### src/rtl/nn_load_sequencer_pkg.sv
// Shared types and bank geometry for the MNIST load/compute sequencer.
// Bank sizes here are the full-network defaults; the top can override them.
package nn_ctrl_pkg;

    typedef enum logic [2:0] {
        S_IDLE,
        S_LOAD_W,
        S_LOAD_X,
        S_HANDOFF,
        S_RUN,
        S_CAPTURE
    } state_t;

    localparam int unsigned W1_WORDS_DEF = 802816;
    localparam int unsigned W2_WORDS_DEF = 1048576;
    localparam int unsigned W3_WORDS_DEF = 1048576;
    localparam int unsigned W4_WORDS_DEF = 10240;
    localparam int unsigned X_WORDS_DEF  = 784;

    function automatic logic [31:0] bank_words(
        input logic [1:0]  sel,
        input logic [31:0] w1,
        input logic [31:0] w2,
        input logic [31:0] w3,
        input logic [31:0] w4
    );
        case (sel)
            2'd0:    return w1;
            2'd1:    return w2;
            2'd2:    return w3;
            default: return w4;
        endcase
    endfunction

endpackage

### src/rtl/nn_load_sequencer_if.sv
// Serial 1-bit load stream with a valid/ready handshake.
// The source drives valid/data; the sequencer drives ready.
interface nn_stream_if;

    logic bit_valid;
    logic bit_data;
    logic bit_ready;

    modport master (
        output bit_valid,
        output bit_data,
        input  bit_ready
    );

    modport slave (
        input  bit_valid,
        input  bit_data,
        output bit_ready
    );

endinterface

### src/rtl/nn_load_sequencer_bank_addr_counter.sv
// Write-address counter with per-bank terminal count and bank advance.
// The compare is done in 32 bits so a full 2^ADDR_LEN bank cannot wrap early.
module bank_addr_counter
    import nn_ctrl_pkg::*;
#(
    parameter int unsigned ADDR_LEN = 20,
    parameter int unsigned W1       = W1_WORDS_DEF,
    parameter int unsigned W2       = W2_WORDS_DEF,
    parameter int unsigned W3       = W3_WORDS_DEF,
    parameter int unsigned W4       = W4_WORDS_DEF,
    parameter int unsigned XW       = X_WORDS_DEF
) (
    input  logic                clk,
    input  logic                rst,
    input  logic                clear,
    input  logic                step,
    input  logic                use_x,
    output logic [ADDR_LEN-1:0] addr,
    output logic [1:0]          bank,
    output logic                last_word,
    output logic                last_bank
);

    logic [31:0] words;

    always_comb begin
        words = use_x ? 32'(XW) : bank_words(bank, W1, W2, W3, W4);
        last_word = (32'(addr) == words - 32'd1);
        last_bank = (bank == 2'd3);
    end

    always_ff @(posedge clk or posedge rst) begin
        if (rst) begin
            addr <= '0;
            bank <= '0;
        end else if (clear) begin
            addr <= '0;
            bank <= '0;
        end else if (step) begin
            if (last_word) begin
                addr <= '0;
                // the input bank is a single region, so only weights advance
                if (!use_x)
                    bank <= bank + 2'd1;
            end else begin
                addr <= addr + 1'b1;
            end
        end
    end

endmodule

### src/rtl/nn_load_sequencer.sv
// Streams weights and samples into mnist_nn memories, then runs one
// inference and captures the class; every output is registered.
module nn_load_sequencer
    import nn_ctrl_pkg::*;
#(
    parameter int unsigned W_ADDR_LEN = 20,
    parameter int unsigned X_ADDR_LEN = 10,
    parameter int unsigned W_SEL_LEN  = 2,
    parameter int unsigned X_SEL_LEN  = 2,
    parameter int unsigned W1_WORDS   = W1_WORDS_DEF,
    parameter int unsigned W2_WORDS   = W2_WORDS_DEF,
    parameter int unsigned W3_WORDS   = W3_WORDS_DEF,
    parameter int unsigned W4_WORDS   = W4_WORDS_DEF,
    parameter int unsigned X_WORDS    = X_WORDS_DEF
) (
    input  logic                  clk,
    input  logic                  rst,
    input  logic                  start_weights,
    input  logic                  start_sample,
    nn_stream_if.slave            stream,
    output logic                  load_compute_ctrl,
    output logic                  en_compute,
    output logic                  w_wq_oc,
    output logic                  x_wq_oc,
    output logic [W_ADDR_LEN-1:0] w_addr_oc,
    output logic [X_ADDR_LEN-1:0] x_addr_oc,
    output logic [W_SEL_LEN-1:0]  w_sel_oc,
    output logic [X_SEL_LEN-1:0]  x_sel_oc,
    output logic                  wx_write_oc,
    input  logic                  compute_finish,
    input  logic [3:0]            result,
    output logic [3:0]            result_out,
    output logic                  result_valid,
    output logic                  weights_loaded,
    output logic                  busy,
    output logic                  start_rejected
);

    state_t                state;
    logic                  ready_q;
    logic                  beat;
    logic                  go_w;
    logic                  go_x;
    logic [W_ADDR_LEN-1:0] cnt_addr;
    logic [1:0]            cnt_bank;
    logic                  last_word;
    logic                  last_bank;

    assign stream.bit_ready = ready_q;
    assign x_sel_oc         = '0;

    // ready_q is only ever high in the two load states
    assign beat = ready_q & stream.bit_valid;
    assign go_w = (state == S_IDLE) & start_weights;
    assign go_x = (state == S_IDLE) & ~start_weights
                & start_sample & weights_loaded;

    bank_addr_counter #(
        .ADDR_LEN (W_ADDR_LEN),
        .W1       (W1_WORDS),
        .W2       (W2_WORDS),
        .W3       (W3_WORDS),
        .W4       (W4_WORDS),
        .XW       (X_WORDS)
    ) u_cnt (
        .clk       (clk),
        .rst       (rst),
        .clear     (go_w | go_x),
        .step      (beat),
        .use_x     (state == S_LOAD_X),
        .addr      (cnt_addr),
        .bank      (cnt_bank),
        .last_word (last_word),
        .last_bank (last_bank)
    );

    always_ff @(posedge clk or posedge rst) begin
        if (rst) begin
            state             <= S_IDLE;
            ready_q           <= 1'b0;
            load_compute_ctrl <= 1'b1;
            en_compute        <= 1'b0;
            w_wq_oc           <= 1'b0;
            x_wq_oc           <= 1'b0;
            w_addr_oc         <= '0;
            x_addr_oc         <= '0;
            w_sel_oc          <= '0;
            wx_write_oc       <= 1'b0;
            result_out        <= '0;
            result_valid      <= 1'b0;
            weights_loaded    <= 1'b0;
            busy              <= 1'b0;
            start_rejected    <= 1'b0;
        end else begin
            w_wq_oc        <= 1'b0;
            x_wq_oc        <= 1'b0;
            result_valid   <= 1'b0;
            start_rejected <= 1'b0;

            if (state != S_IDLE && (start_weights || start_sample))
                start_rejected <= 1'b1;

            unique case (state)
                S_IDLE: begin
                    if (start_weights) begin
                        state          <= S_LOAD_W;
                        weights_loaded <= 1'b0;
                        ready_q        <= 1'b1;
                        busy           <= 1'b1;
                    end else if (start_sample) begin
                        if (weights_loaded) begin
                            state   <= S_LOAD_X;
                            ready_q <= 1'b1;
                            busy    <= 1'b1;
                        end else begin
                            start_rejected <= 1'b1;
                        end
                    end
                end
                S_LOAD_W: begin
                    if (beat) begin
                        w_wq_oc     <= 1'b1;
                        w_addr_oc   <= cnt_addr;
                        w_sel_oc    <= W_SEL_LEN'(cnt_bank);
                        wx_write_oc <= stream.bit_data;
                        if (last_word && last_bank) begin
                            weights_loaded <= 1'b1;
                            ready_q        <= 1'b0;
                            busy           <= 1'b0;
                            state          <= S_IDLE;
                        end
                    end
                end
                S_LOAD_X: begin
                    if (beat) begin
                        x_wq_oc     <= 1'b1;
                        x_addr_oc   <= X_ADDR_LEN'(cnt_addr);
                        wx_write_oc <= stream.bit_data;
                        if (last_word) begin
                            ready_q <= 1'b0;
                            state   <= S_HANDOFF;
                        end
                    end
                end
                S_HANDOFF: begin
                    load_compute_ctrl <= 1'b0;
                    state             <= S_RUN;
                end
                S_RUN: begin
                    en_compute <= 1'b1;
                    if (compute_finish)
                        state <= S_CAPTURE;
                end
                S_CAPTURE: begin
                    result_out        <= result;
                    result_valid      <= 1'b1;
                    en_compute        <= 1'b0;
                    load_compute_ctrl <= 1'b1;
                    busy              <= 1'b0;
                    state             <= S_IDLE;
                end
                default: state <= S_IDLE;
            endcase
        end
    end

endmodule

### src/flat_wrapper.sv
// flat-port wrapper written by rule: the top's interface ports become plain ports
module nn_load_sequencer_flat import nn_ctrl_pkg::*;
#(
    parameter int unsigned W_ADDR_LEN = 20,
    parameter int unsigned X_ADDR_LEN = 10,
    parameter int unsigned W_SEL_LEN  = 2,
    parameter int unsigned X_SEL_LEN  = 2,
    parameter int unsigned W1_WORDS   = W1_WORDS_DEF,
    parameter int unsigned W2_WORDS   = W2_WORDS_DEF,
    parameter int unsigned W3_WORDS   = W3_WORDS_DEF,
    parameter int unsigned W4_WORDS   = W4_WORDS_DEF,
    parameter int unsigned X_WORDS    = X_WORDS_DEF
)
  (clk, rst, start_weights, start_sample, load_compute_ctrl, en_compute, w_wq_oc, x_wq_oc, w_addr_oc, x_addr_oc, w_sel_oc, x_sel_oc, wx_write_oc, compute_finish, result, result_out, result_valid, weights_loaded, busy, start_rejected, stream_bit_valid, stream_bit_data, stream_bit_ready);
  nn_stream_if stream_i ();
  input  logic clk;
  input  logic rst;
  input  logic start_weights;
  input  logic start_sample;
  output logic load_compute_ctrl;
  output logic en_compute;
  output logic w_wq_oc;
  output logic x_wq_oc;
  output logic [W_ADDR_LEN-1:0] w_addr_oc;
  output logic [X_ADDR_LEN-1:0] x_addr_oc;
  output logic [W_SEL_LEN-1:0] w_sel_oc;
  output logic [X_SEL_LEN-1:0] x_sel_oc;
  output logic wx_write_oc;
  input  logic compute_finish;
  input  logic [3:0] result;
  output logic [3:0] result_out;
  output logic result_valid;
  output logic weights_loaded;
  output logic busy;
  output logic start_rejected;
  input wire logic [$bits(stream_i.bit_valid)-1:0] stream_bit_valid;
  input wire logic [$bits(stream_i.bit_data)-1:0] stream_bit_data;
  output wire logic [$bits(stream_i.bit_ready)-1:0] stream_bit_ready;
  assign stream_i.bit_valid = stream_bit_valid;
  assign stream_i.bit_data = stream_bit_data;
  assign stream_bit_ready = stream_i.bit_ready;
  nn_load_sequencer #(.W_ADDR_LEN(W_ADDR_LEN), .X_ADDR_LEN(X_ADDR_LEN), .W_SEL_LEN(W_SEL_LEN), .X_SEL_LEN(X_SEL_LEN), .W1_WORDS(W1_WORDS), .W2_WORDS(W2_WORDS), .W3_WORDS(W3_WORDS), .W4_WORDS(W4_WORDS), .X_WORDS(X_WORDS)) u_core (.clk(clk), .rst(rst), .start_weights(start_weights), .start_sample(start_sample), .stream(stream_i), .load_compute_ctrl(load_compute_ctrl), .en_compute(en_compute), .w_wq_oc(w_wq_oc), .x_wq_oc(x_wq_oc), .w_addr_oc(w_addr_oc), .x_addr_oc(x_addr_oc), .w_sel_oc(w_sel_oc), .x_sel_oc(x_sel_oc), .wx_write_oc(wx_write_oc), .compute_finish(compute_finish), .result(result), .result_out(result_out), .result_valid(result_valid), .weights_loaded(weights_loaded), .busy(busy), .start_rejected(start_rejected));
endmodule
### config.mk
export PLATFORM = sky130hd
export DESIGN_NAME = nn_load_sequencer_flat
export DESIGN_NICKNAME = d
export VERILOG_FILES = /design/src/rtl/nn_load_sequencer_pkg.sv /design/src/rtl/nn_load_sequencer_if.sv /design/src/rtl/nn_load_sequencer_bank_addr_counter.sv /design/src/rtl/nn_load_sequencer.sv /design/src/flat_wrapper.sv
export SDC_FILE = /design/constraint.sdc
export NUM_CORES = 1
export LEC_CHECK = 0
export ABC_AREA = 1
export CAP_MARGIN = 20
export CORE_MARGIN = 2
export CORE_UTILIZATION = 53
export CTS_CLUSTER_SIZE = 30
export DETAILED_ROUTE_END_ITERATION = 7
export GPL_TIMING_DRIVEN = 0
export PLACE_DENSITY = 0.79
export RECOVER_POWER = 25
export SETUP_SLACK_MARGIN = 0.02
export SYNTH_ARGS = -nofsm -noshare
export SYNTH_HDL_FRONTEND = slang
export SYNTH_HIERARCHICAL = 1
export SYNTH_SLANG_ARGS = --single-unit
export TNS_END_PERCENT = 30
### constraint.sdc
create_clock -name clk -period 2.4 [get_ports clk]
set_input_delay 0.36 -clock clk [delete_from_list [all_inputs] [get_ports clk]]
set_output_delay 0.36 -clock clk [all_outputs]
set_load 0.02 [all_outputs]
==> impl_metrics.toml, run 1 <==
[clock_network]
cts_buffer_depth = 2
cts.sinks = 71
tritoncts = "yes"
clock_latency_ps = 340
cts_hold_buffers = 0
htree_levels = 3
cts_buffers = 9
path_clk_slew_ps = 80
root_buffer = "clkbuf_8"

[min_path]
hold_end = "u_core/load_compute_ctrl$_DFFE_PP1P_"
min_from = "u_core/load_compute_ctrl$_DFFE_PP1P_"
hold_path.class = "flop to flop"
holdPathStages = 2

[synth]
ys.flop_type = "dfrtp_1"
syn-cell-area_um2 = 3570
ys_top_cells_by_area = "dfrtp_1 49%, nand2_1 14%, inv_1 4.9%"
synthArstFlopShare_pct = 100
synth_top_area_share_pct = 49.0
ys_seq_area_share_pct = 49.8
syn_avg_cell_area_um2 = 8.25
ys_ff_latch = 71
synth_warnings = 6
synth_cell_type_count = 32
synth_edf_count = 0
yosysTopAreaCell = "dfrtp_1"
postSynthCellCount = 433

[layout]
area_growth_pct = 26.1
nets = 520
drive_gt1_share_pct = 17.4
multiInputGateArea_um2 = 1480
finish.instance_area_um2 = 4500
n_antenna_cell = 0
n_fill_cell = 517
seqCellArea_um2 = 1780

[placement]
place_ws_ps = -70.7
gp_congestion = 0.918
dpl.hpwl_mm = 5.42
port_buffers = 56
place_area_um2 = 4250

[die]
fp-row-count = 29
core_um2 = 6420
die_x_um = 86.1
fp.dieH_um = 86.1
initial_core_util_pct = 55.6
io_pins = 59
dieArea_um2 = 7410

[timing]
tightestPinTransition_ps = 895
rsz0062_at_grt = "true"
maxSlewViolCount = 0
maxSlewHeadroom_pct = 40.2
worst_hold_slack_ps = 467
fmaxAchievable_mhz = 454
post-route-period-util_pct = 91.9
clock_skew_ps = 7.91
hold_violations = 0
fin_ws_ps = 195
period_needed_ps = 2200
totalNegativeSetupSlack_ps = 0
setup_violations = 0

[status]
status = "complete, no violations"

[critical_path]
critical_path_arrival_ps = 2440
r2r-start = "u_core/u_cnt/bank[0]$_DFFE_PP0P_"
start_kind = "flop"
critPathLaunch = "u_core/u_cnt/bank[0]$_DFFE_PP0P_"
r2r-end = "u_core/busy$_DFFE_PP0P_"
worst-r2r-setup-slack_ps = 200
required_ps = 2640
ff2ff_path_depth = 17
critPathMaxFanout = 5
critPathCaptureType = "flop"
criticalPathCategory = "flop to flop"

[drt]
firstDrtPassIters = 4
wl_per_cell_um = 12.8
ant_nets = 0
num_vias = 2917
drt_iter0_markers = 171
viasPerCell = 4.96
routed_wl_mm = 7.52
drc = 0

[grt]
grt-ovfl-total = 0
grt_max_degree = 34
grtUsageMet2_pct = 34.2
grt_pass1_wl_mm = 12.5
gr-max-usage-layer = "met2"
grtUsageTotal_pct = 21.6
antenna_found_initial = 0
met3_usage_pct = 3.85
met1_usage_pct = 29.9
grt_pass1_vias = 2745

[power_and_ir_drop]
power.total_mw = 3.95
power_leakage_nw = 2.24
p_per_area_nw_per_um2 = 876
vdd_drop_max_mv = 0.501

[run]
max-cap-violations = 0
power breakdown:
part / internal (mW) / leakage, nW / switching (mW)
Combinational: 0.545 / 1.19 / 0.710
Sequential: 1.45 / 0.940 / 0.213
Clock: 0.582 / 0.102 / 0.443
routing by layer:
metal  vias up  part of all wire, %  wire length, um
li1       1471                    -                -
met5         -                    0                0
met3        10                  4.2              313
met2        63                   48             3640
met4         0                  1.4              106
met1      1373                   46             3460
final cells by class:
type,count,area share [%]
multi-input combinational,295,32.9
clock inverter,6,1.89
tap,77,2.14
buffer,11,2.47
sequential,71,39.5
timing repair buffer,61,13.2
inverter,57,5.03
clock buffer,10,2.83
logic make-up after synthesis:
logic type | count (synthesis) | synth area share (%)
and+or+nand+nor | 243 | 30.6
DFF | 71 | 49.8
buffers and inverters | 68 | 9.25
AOI/OAI and AO/OA | 34 | 6.02
xor gates and xnor gates | 13 | 3.19
adders and majority gates | 3 | 1.05
other | 1 | 0.105
layout by cell type, fill, tap and decap left out, types with 6 or more instances in the layout:
cell	n
buf_4	7
xor2_1	11
nand3_1	21
dfrtp_1	68
clkdlybuf4s50_1	55
clkbuf_8	9
o21ai_2	12
nor2_1	40
nand2_2	23
inv_1	47
o21ai_0	6
o21ai_1	15
nand2_1	133
what timing repair did:
item / in CTS / in global routing
endpoints found under the setup margin: 0 / 10
buffers inserted: 0 / 4
gates resized for setup: 0 / 10
how the worst max path moves through the flow:
stage,endpoint,cells after the start
global placement,u_core/w_addr_oc[6]$_DFFE_PP0P_,2
floorplan,u_core/u_cnt/addr[15]$_DFFE_PP0P_,12
global route,u_core/busy$_DFFE_PP0P_,20
finish,u_core/busy$_DFFE_PP0P_,17
CTS,u_core/u_cnt/addr[15]$_DFFE_PP0P_,12
detailed placement,u_core/u_cnt/addr[15]$_DFFE_PP0P_,10
synthesized netlist by cell type, drive strengths merged (2+ instances only):
library cell / n
o21ai: 33
nor3: 6
nand3: 21
nand4: 5
inv: 56
xor2: 11
dfrtp: 70
ha: 3
xnor2: 2
nor2: 47
buf: 11
nand2: 159
nand3b: 3
critical path, cell delays in order, from the launching register on:
cell	delay, ps
dfrtp_1	440
ha_1	290
nor2_4	160
nand2_1	90
nand2_1	70
nand2_1	60
clkinv_1	50
nand2_1	40
nor2_1	90
nand2_1	100
inv_1	90
nand2_1	70
nor2_1	100
nor2_1	80
nor2_2	160
nand2_1	70
o21ai_1	90
inv_1	50
flip-flops by register name, summed over array words and instances (netlist names), 2 cells and up:
signal             cells
u_core/u_cnt/addr     20
u_core/state           3
u_core/x_addr_oc      10
u_core/u_cnt/bank      2
u_core/result_out      4
u_core/w_addr_oc      20
u_core/w_sel_oc        2
metrics by stage:
| step | util [%] | cells |
|---|---|---|
| 2_1_floorplan | - | 434 |
| 4_1_cts | 69.5 | 584 |
| 3_3_place_gp | 65.9 | 567 |
| 6_report | 70.1 | 588 |
| 3_5_place_dp | 66.2 | 568 |
| 5_1_grt | 70.1 | 588 |
(Power assumes the default switching activity.)
==> run 2: changes to the inputs <==
Settings changed: CORE_MARGIN 2 to not set.
==> impl_metrics.toml, run 2 (synthesis results as in run 1) <==
[die]
core_um2 = 6420
fp.dieH_um = 84.1
io_pins = 59
dieArea_um2 = 7070
fp-row-count = 29
die_x_um = 84.1
initial_core_util_pct = 55.6

[clock_network]
root_buffer = "clkbuf_8"
htree_levels = 3
tritoncts = "yes"
post_cts_buffers = 0
path_clk_slew_ps = 70
cts_buffers = 9
cts_hold_buffers = 0
cts_buffer_depth = 2
cts.sinks = 71
clock_latency_ps = 330

[run]
max-cap-violations = 0

[layout]
largest_registers = "u_core/u_cnt/addr x20, u_core/w_addr_oc x20, u_core/x_addr_oc x10"
layout_commonest_cell = "nand2_1"
nets = 516
area_growth_pct = 26.2
drive_gt1_share_pct = 17.2
final_cell_mix = "133 x nand2_1, 68 x dfrtp_1, 55 x clkdlybuf4s50_1"
n_antenna_cell = 0

[timing]
setup_violations = 0
post-route-period-util_pct = 92.2
maxSlewViolCount = 0
worst_hold_slack_ps = 470
maxSlewHeadroom_pct = 39.9
rsz0062_at_grt = "true"
totalNegativeSetupSlack_ps = 0
clock_skew_ps = 7.36
tightestPinTransition_ps = 901
hold_violations = 0
fmaxAchievable_mhz = 452
period_needed_ps = 2210

[critical_path]
critical_path_arrival_ps = 2440
worst-r2r-setup-slack_ps = 190
r2r-start = "u_core/state[2]$_DFFE_PP0P_"
criticalPathCategory = "flop to flop"
ff2ff_path_depth = 18
critPathMaxFanout = 7
required_ps = 2630
r2r-end = "u_core/busy$_DFFE_PP0P_"
critPathCaptureType = "flop"
start_kind = "flop"

[power_and_ir_drop]
p_int_mw = 2.67
p_switching_mw = 1.38
power_frac_clock_pct = 27.6
pwr-share-comb_pct = 31.0
vdd_drop_max_mv = 0.655
p_per_area_nw_per_um2 = 898
power_leakage_nw = 2.24
switching_share_pct = 34.0
p_seq_share_pct = 41.4

[grt]
grtUsageTotal_pct = 23.5
grt_max_degree = 30
grt-ovfl-total = 0
grt_pass1_wl_mm = 13.0
grt_pass1_vias = 2824
antenna_found_initial = 0

[drt]
ant_nets = 0
num_vias = 2929
firstDrtPassIters = 8
routed_wl_mm = 7.66
wl_per_cell_um = 13.1
drc = 10
drt_iter0_markers = 198
viasPerCell = 5.02

[placement]
port_buffers = 56
dpl.hpwl_mm = 5.39
gp_congestion = 0.935

[min_path]
holdPathStages = 2
min_from = "u_core/load_compute_ctrl$_DFFE_PP1P_"
hold_path.class = "flop to flop"
hold_end = "u_core/load_compute_ctrl$_DFFE_PP1P_"

[status]
status = "finished with violations"
violations = "design-rule violations"
[run 2: cell count changes in the layout (fill, tap and decap cells not counted)]
cell        change
inv_2           +1
nor3_2          +1
inv_4           -1
nor3_1          -1
buf_4           -4
clkbuf_8        +3
clkbuf_1        -1
nor2_2          -1
inv_6           +1
nor2_4          +1
clkinvlp_4      -1
clkinv_2        -2
[run 2: timing repair]
| item | CTS | global route |
|---|---|---|
| gates resized for setup | 1 | 9 |
| cloned | 0 | 0 |
| endpoints found under the setup margin | 1 | 9 |
[run 2: cell type report]
class | count | area, um2
repair buffers | 57 | 566
plain buffers | 11 | 111
inverters | 57 | 224
clock inverters | 4 | 76.3
fillers | 487 | 1910
well taps | 77 | 96.3
flip-flops and latches | 71 | 1780
multi-input cells | 295 | 1490
clock buffers | 12 | 165
[run 2: per-layer routing]
layer  share of wire [%]  wire [um]  up-vias  track usage (%)
met3                 3.9        300       11             4.95
li1                    -          -     1468                -
met5                   0          0        -                0
met2                  48       3690       72             37.4
met1                  46       3530     1378             31.5
met4                 1.8        136        0             9.72
[run 2: worst max-delay path by stage]
stage / start / endpoint / depth (start not counted)
2_1_floorplan: u_core/state[1]$_DFFE_PP0P_ / u_core/u_cnt/addr[15]$_DFFE_PP0P_ / 12
3_3_place_gp: rst / u_core/x_addr_oc[3]$_DFFE_PP0P_ / 2
3_5_place_dp: start_weights / u_core/u_cnt/addr[15]$_DFFE_PP0P_ / 10
4_1_cts: u_core/state[1]$_DFFE_PP0P_ / u_core/u_cnt/addr[15]$_DFFE_PP0P_ / 12
5_1_grt: u_core/state[1]$_DFFE_PP0P_ / u_core/busy$_DFFE_PP0P_ / 20
6_report: u_core/state[2]$_DFFE_PP0P_ / u_core/busy$_DFFE_PP0P_ / 18
[run 2: metrics by stage]
| step | std cells | power [mW] | util [%] | instance area (um2) | setup WS, ps |
|---|---|---|---|---|---|
| 2_1_floorplan | 434 | 2.43 | - | 3580 | 444 |
| 3_3_place_gp | 567 | 2.90 | 65.9 | 4230 | -113 |
| 3_5_place_dp | 568 | 2.94 | 66.2 | 4250 | -121 |
| 4_1_cts | 584 | 4.06 | 70.0 | 4500 | 65.8 |
| 5_1_grt | 584 | 4.26 | 70.2 | 4510 | 4.38 |
| 6_report | 584 | 4.05 | 70.2 | 4510 | 187 |
[run 2: power by group through the flow]
stage | clock network (mW) | logic, mW | registers [mW]
2_1_floorplan | 0 | 0.575 | 1.86
3_3_place_gp | 0 | 1.22 | 1.69
3_5_place_dp | 0 | 1.25 | 1.69
4_1_cts | 1.13 | 1.26 | 1.68
5_1_grt | 1.18 | 1.37 | 1.71
6_report | 1.12 | 1.26 | 1.68
[run 2: worst max-delay path, cell delays in order, from the launching register on]
cell and delay, ps:
dfrtp_2 470, nor2_4 140, nand2_2 100, inv_6 120, inv_2 80, nand2_1 90
nand2_1 50, nand2_1 70, nand3_1 70, nor2_1 100, nand2_1 100, inv_1 80
nand2_1 70, nor2_1 110, nor2_1 90, nor2_2 140, nand2_1 70, o21ai_1 90
inv_1 50
